<file path="src/rtl/adder_issue_stage_if.sv">
// Handshake and adder bundle for adder_issue_stage.
// slave = issue stage side, master = upstream/downstream/adder side.
interface adder_issue_stage_if #(
    parameter int WIDTH = 32
);
    logic             in_valid;
    logic             in_ready;
    logic [WIDTH-1:0] in_a;
    logic [WIDTH-1:0] in_b;
    logic             in_sub;
    logic [WIDTH-1:0] add_a;
    logic [WIDTH-1:0] add_b;
    logic             add_c0;
    logic [WIDTH:0]   add_s;
    logic             out_valid;
    logic             out_ready;
    logic [WIDTH-1:0] out_sum;
    logic             out_carry;
    logic             out_overflow;

    modport slave (
        input  in_valid, in_a, in_b, in_sub, add_s, out_ready,
        output in_ready, add_a, add_b, add_c0,
        output out_valid, out_sum, out_carry, out_overflow
    );

    modport master (
        output in_valid, in_a, in_b, in_sub, add_s, out_ready,
        input  in_ready, add_a, add_b, add_c0,
        input  out_valid, out_sum, out_carry, out_overflow
    );
endinterface

</file>
<file path="src/rtl/adder_issue_stage.sv">
// Issue stage: 2-entry request FIFO feeding an external adder, registered result.
// Define ADDER_ISSUE_OVF_EN to build the signed-overflow flag register.
module adder_issue_stage #(
    parameter int WIDTH = 32
) (
    input  logic               clk,
    input  logic               rst,
    adder_issue_stage_if.slave bus
);
    logic [WIDTH-1:0] r_a [2];
    logic [WIDTH-1:0] r_b [2];
    logic [1:0]       r_sub;
    logic             r_wptr;
    logic             r_rptr;
    logic [1:0]       r_count;
    logic             r_out_valid;
    logic [WIDTH-1:0] r_out_sum;
    logic             r_out_carry;

    logic             w_empty;
    logic             w_issue;
    logic             w_in_ready;
    logic             w_push;
    logic [WIDTH-1:0] w_add_a;
    logic [WIDTH-1:0] w_add_b;
    logic             w_add_c0;

    assign w_empty    = (r_count == 2'd0);
    assign w_issue    = !w_empty && (!r_out_valid || bus.out_ready);
    assign w_in_ready = (r_count < 2'd2) || ((r_count == 2'd2) && w_issue);
    assign w_push     = bus.in_valid && w_in_ready;

    // Present the FIFO head to the adder; subtraction is A + ~B + 1.
    always_comb begin
        w_add_a  = '0;
        w_add_b  = '0;
        w_add_c0 = 1'b0;
        if (!w_empty) begin
            w_add_a  = r_a[r_rptr];
            w_add_b  = r_sub[r_rptr] ? ~r_b[r_rptr] : r_b[r_rptr];
            w_add_c0 = r_sub[r_rptr];
        end
    end

    // Request storage; contents are don't-care until counted valid.
    always_ff @(posedge clk) begin
        if (w_push) begin
            r_a[r_wptr]   <= bus.in_a;
            r_b[r_wptr]   <= bus.in_b;
            r_sub[r_wptr] <= bus.in_sub;
        end
    end

    // FIFO pointers and occupancy.
    always_ff @(posedge clk or posedge rst) begin
        if (rst) begin
            r_wptr  <= 1'b0;
            r_rptr  <= 1'b0;
            r_count <= 2'd0;
        end else begin
            if (w_push) begin
                r_wptr <= r_wptr + 1'b1;
            end
            if (w_issue) begin
                r_rptr <= r_rptr + 1'b1;
            end
            case ({w_push, w_issue})
                2'b10:   r_count <= r_count + 2'd1;
                2'b01:   r_count <= r_count - 2'd1;
                default: r_count <= r_count;
            endcase
        end
    end

    // Result register: load on issue, drop after downstream accepts.
    always_ff @(posedge clk or posedge rst) begin
        if (rst) begin
            r_out_valid <= 1'b0;
            r_out_sum   <= '0;
            r_out_carry <= 1'b0;
        end else if (w_issue) begin
            r_out_valid <= 1'b1;
            r_out_sum   <= bus.add_s[WIDTH-1:0];
            r_out_carry <= bus.add_s[WIDTH];
        end else if (r_out_valid && bus.out_ready) begin
            r_out_valid <= 1'b0;
        end
    end

`ifdef ADDER_ISSUE_OVF_EN
    logic r_out_ovf;
    logic w_ovf;

    assign w_ovf = (w_add_a[WIDTH-1] == w_add_b[WIDTH-1]) &&
                   (bus.add_s[WIDTH-1] != w_add_a[WIDTH-1]);

    // Signed overflow flag, captured alongside the sum.
    always_ff @(posedge clk or posedge rst) begin
        if (rst) begin
            r_out_ovf <= 1'b0;
        end else if (w_issue) begin
            r_out_ovf <= w_ovf;
        end
    end

    assign bus.out_overflow = r_out_ovf;
`else
    assign bus.out_overflow = 1'b0;
`endif

    assign bus.in_ready  = w_in_ready;
    assign bus.add_a     = w_add_a;
    assign bus.add_b     = w_add_b;
    assign bus.add_c0    = w_add_c0;
    assign bus.out_valid = r_out_valid;
    assign bus.out_sum   = r_out_sum;
    assign bus.out_carry = r_out_carry;
endmodule

</file>
<file path="src/flat_wrapper.sv">
// flat-port wrapper written by rule: the top's interface ports become plain ports
module adder_issue_stage_flat 
#(
    parameter int WIDTH = 32
)
  (clk, rst, bus_in_valid, bus_in_a, bus_in_b, bus_in_sub, bus_add_s, bus_out_ready, bus_in_ready, bus_add_a, bus_add_b, bus_add_c0, bus_out_valid, bus_out_sum, bus_out_carry, bus_out_overflow);
  adder_issue_stage_if #(.WIDTH(WIDTH)) bus_i ();
  input  logic clk;
  input  logic rst;
  input wire logic [$bits(bus_i.in_valid)-1:0] bus_in_valid;
  input wire logic [$bits(bus_i.in_a)-1:0] bus_in_a;
  input wire logic [$bits(bus_i.in_b)-1:0] bus_in_b;
  input wire logic [$bits(bus_i.in_sub)-1:0] bus_in_sub;
  input wire logic [$bits(bus_i.add_s)-1:0] bus_add_s;
  input wire logic [$bits(bus_i.out_ready)-1:0] bus_out_ready;
  output wire logic [$bits(bus_i.in_ready)-1:0] bus_in_ready;
  output wire logic [$bits(bus_i.add_a)-1:0] bus_add_a;
  output wire logic [$bits(bus_i.add_b)-1:0] bus_add_b;
  output wire logic [$bits(bus_i.add_c0)-1:0] bus_add_c0;
  output wire logic [$bits(bus_i.out_valid)-1:0] bus_out_valid;
  output wire logic [$bits(bus_i.out_sum)-1:0] bus_out_sum;
  output wire logic [$bits(bus_i.out_carry)-1:0] bus_out_carry;
  output wire logic [$bits(bus_i.out_overflow)-1:0] bus_out_overflow;
  assign bus_i.in_valid = bus_in_valid;
  assign bus_i.in_a = bus_in_a;
  assign bus_i.in_b = bus_in_b;
  assign bus_i.in_sub = bus_in_sub;
  assign bus_i.add_s = bus_add_s;
  assign bus_i.out_ready = bus_out_ready;
  assign bus_in_ready = bus_i.in_ready;
  assign bus_add_a = bus_i.add_a;
  assign bus_add_b = bus_i.add_b;
  assign bus_add_c0 = bus_i.add_c0;
  assign bus_out_valid = bus_i.out_valid;
  assign bus_out_sum = bus_i.out_sum;
  assign bus_out_carry = bus_i.out_carry;
  assign bus_out_overflow = bus_i.out_overflow;
  adder_issue_stage #(.WIDTH(WIDTH)) u_core (.clk(clk), .rst(rst), .bus(bus_i));
endmodule
</file>
<file path="config.mk">
export PLATFORM = sky130hd
export DESIGN_NAME = adder_issue_stage_flat
export DESIGN_NICKNAME = d
export VERILOG_FILES = /design/src/rtl/adder_issue_stage_if.sv /design/src/rtl/adder_issue_stage.sv /design/src/flat_wrapper.sv
export SDC_FILE = /design/constraint.sdc
export NUM_CORES = 1
export LEC_CHECK = 0
export BUFFER_PORTS_ARGS = -buffer_cell sky130_fd_sc_hd__buf_2
export CAP_MARGIN = 15
export CORE_MARGIN = 1
export CORE_UTILIZATION = 50
export DETAILED_ROUTE_END_ITERATION = 6
export PLACE_DENSITY = 0.8
export SKIP_LAST_GASP = 1
export SYNTH_ARGS = -nofsm -noshare
export SYNTH_HDL_FRONTEND = slang
export SYNTH_SLANG_ARGS = --single-unit
</file>
<file path="constraint.sdc">
create_clock -name clk -period 4.9 [get_ports clk]
set_input_delay 0.98 -clock clk [delete_from_list [all_inputs] [get_ports clk]]
set_output_delay 0.98 -clock clk [all_outputs]
set_load 0.005 [all_outputs]
</file>
==> results by group <==
Layout
  • Commonest non-fill, non-tap cell in the layout: buf_2
  • Layout cells sized above 1: 44.1%
  • Area delta synth->final: 25.6%
  • Fin nets: about 710
  • Most frequent cells in the layout: buf_2, edfxtp_1, nor2_1, mux2i_1, dfrtp_1

Timing
  • # setup viols final: 0
  • Max-slew headroom: 28.2%
  • Final period util: 74.1%
  • Worst-case hold slack: 0.502 ns
  • Fin. Hold Viols: 0
  • Slew Limit Fails: 0
  • TNS Setup: 0 ns
  • Worst-Margin Slew: ~1.1 ns
  • Final Skew: just under 0.005 ns
  • RSZ-0062 raised after global routing: no
  • Fin worst setup slack: around 1.3 ns
  • Fin crit period: between 3 and 4 ns
  • Fmax achieved: roughly 0.28 GHz

Routing
  • Antenna Nets Post-Route: 0
  • Vias/cell: between 4 and 5
  • DRT iter0 DRCs: 230
  • WL/cell: 16.9 µm
  • Remaining DRCs: 0
  • WL final: around 13000 µm
  • Routed via count: 3970
  • DR pass1 iterations: 4

Min path
  • Hold Crit Class: register to register
  • Hold depth: 1

Clocking
  • CTS Sinks: ~170
  • H-tree levels: 4
  • Setup bufs post-CTS: 0
  • Clock Tree Buf Depth: 2
  • Reg clk slew, reported paths: roughly 0.06 ns
  • Hold-fix buffers, CTS: 0
  • Cts repair resizes: 0
  • Clk Tree Root Cell: clkbuf_16
  • Worst-Skew Late Latency: 0.42 ns
  • CTS buffer count: 17
  • TritonCTS clock tree: done

Placement
  • Port Buf Inserts: 201
  • DP HPWL: roughly 9000 µm
  • Gpl congestion: approximately 0.77
  • Pre-CTS WS: ~1.7 ns

Worst setup path
  • CP Launch Type: register
  • Register-to-register setup slack: approximately 2.2 ns
  • Worst Path Required: ~3.9 ns
  • Critical Path End Type: output pin
  • Critical Path Sink: bus_add_b[0]
  • Critical path class: register to output pin
  • Worst R2R Start: u_core.r_count[0]
  • Crit-path max FO: 24
  • Crit path DAT: between 2 and 3 ns
  • Critical R2R Capture: u_core.r_count[1]
  • Worst r2r path cells: 7
  • Critical Path Start: u_core.r_rptr

Logic synthesis
  • Average size of a mapped cell: 16.6 µm²
  • Cells after Synth: between 400 and 500
  • #FFs+latches synth: 168
  • Ys Warns: 0
  • Proportion of synthesized chip area in sequential cells: approximately 72%
  • Post-synthesis cell type count: 24
  • Syn Nets: around 510
  • Synth Cell Area: between 0.006 and 0.007 mm²

Die
  • Die Y: between 100 and 150 µm
  • DIE AREA: around 0.014 mm²
  • Die X: 118 µm
  • Initial Util: between 50% and 60%
  • CORE AREA: 0.0129 mm²
  • I/O Pins: between 200 and 250
  • Rows: around 40

Pwr
  • Internal power: approximately 3.8 mW
  • P per Cell Area: 669 mW/mm²
  • Lkg Pwr: 3.56 nW
  • Combinational share of power: between 30% and 40%
  • Final Power: approximately 5.6 mW
  • Net Switching: between 1.5 and 2 mW
  • Switch share: between 30% and 40%
  • Clk pwr share: 23.4%
  • VDD IR max: about 0.4 mV
  • Reg power frac: 39.0%

Global route
  • Initial antenna violation count: 2
  • Global-route wire length before repair: 21400 µm
  • Largest net degree at the start of global routing: 52
  • Vias in the first global route: 4119
  • GRT Residual Overflow: 0
  • Tot GR Track Use: 20.3%

Outcome
  • Status: complete, no violations

Job
  • Max Cap Viol: 0
how the worst min path moves through the flow:
stage / endpoint / start
2_1_floorplan: u_core.r_wptr / u_core.r_wptr
3_3_place_gp: u_core.bus.out_sum[7] / u_core.bus.out_sum[7]
3_5_place_dp: u_core.bus.out_sum[8] / u_core.bus.out_sum[8]
4_1_cts: u_core.bus.out_sum[8] / u_core.bus.out_sum[8]
5_1_grt: u_core.bus.out_sum[16] / u_core.bus.out_sum[16]
6_report: u_core.bus.out_sum[8] / u_core.bus.out_sum[8]
area by class of cell:
class / count / area, µm²
flip-flops and latches: 168 / 4860
repair buffers: 208 / 1060
clock inverters: 13 / 155
diodes: 1 / 2.50
clock buffers: 19 / 433
fillers: 962 / 4450
multi-input cells: 213 / 1700
inverters: 2 / 7.51
well taps: 172 / 215
worst max-delay path: stages, from the launching register on:
cell and delay, ns:
dfrtp_4 0.61, mux2i_4 0.93, buf_4 0.30, xnor2_1 0.15, nor2_1 0.06, buf_2 0.16
Yosys cell counts:
cell type / number / area (µm²)
nor2b_1: 2 / 12.5
buf_4: 10 / 75.1
mux2i_1: 64 / 641
buf_2: 4 / 20.0
nor2_4: 1 / 11.3
o21ai_0: 1 / 5.00
dfrtp_1: 38 / 951
inv_1: 2 / 7.51
nand2_1: 1 / 3.75
nor2_1: 67 / 251
mux2i_4: 1 / 22.5
conb_1: 1 / 3.75
mux2_2: 33 / 372
nor2_2: 1 / 6.26
buf_6: 1 / 11.3
clkbuf_1: 4 / 15.0
nand2b_1: 1 / 6.26
and3_1: 1 / 6.26
buf_8: 3 / 45.0
ha_1: 1 / 12.5
xnor2_1: 35 / 307
edfxtp_1: 130 / 3900
a31oi_1: 1 / 6.26
xor2_1: 2 / 17.5
logic make-up (layout without fill, tap and decap cells):
logic type,count (synthesis),in the layout,synth area share (%)
AOI/OAI and AO/OA,2,2,0.168
xor gates and xnor gates,37,37,4.83
adders and majority gates,1,1,0.186
buffers and inverters,24,242,2.59
DFF,168,168,72.3
muxes,98,98,15.4
other,1,2,0.0559
and+or+nand+nor,74,74,4.44
flip-flops by register name, indices dropped and copies added, names as in the netlist:
register              flops
u_core.r_b               64
u_core.bus.out_carry      1
u_core.bus.out_sum       32
u_core.bus.out_valid      1
u_core.r_wptr             1
u_core.r_sub              2
u_core.r_a               64
u_core.r_count            2
u_core.r_rptr             1
power by group through the flow:
stage          Combinational, mW  Clock [mW]  Sequential, mW
6_report                    2.12        1.32            2.20
5_1_grt                     2.33        1.39            2.24
4_1_cts                     2.15        1.34            2.20
3_5_place_dp                2.14           0            2.23
3_3_place_gp                2.10           0            2.20
2_1_floorplan               1.38           0            2.19
layer usage:
layer / up-vias / share of wire [%] / global-route usage [%]
met4: 2 / 2.1 / 8.89
met2: 140 / 52 / 33.8
met3: 22 / 6.6 / 6.73
met5: - / 0.097 / 0
met1: 1945 / 40 / 24.0
li1: 1861 / - / -
stage by stage:
| step | util, % | std cells | area, µm² |
|---|---|---|---|
| finish | 65.5 | 796 | 8430 |
| floorplan | - | 405 | 6710 |
| detailed placement | 60.9 | 763 | 7840 |
| CTS | 65.4 | 795 | 8430 |
| global route | 65.4 | 795 | 8430 |
| global placement | 60.9 | 763 | 7840 |
Note: power is estimated with default switching activity, not from simulation.
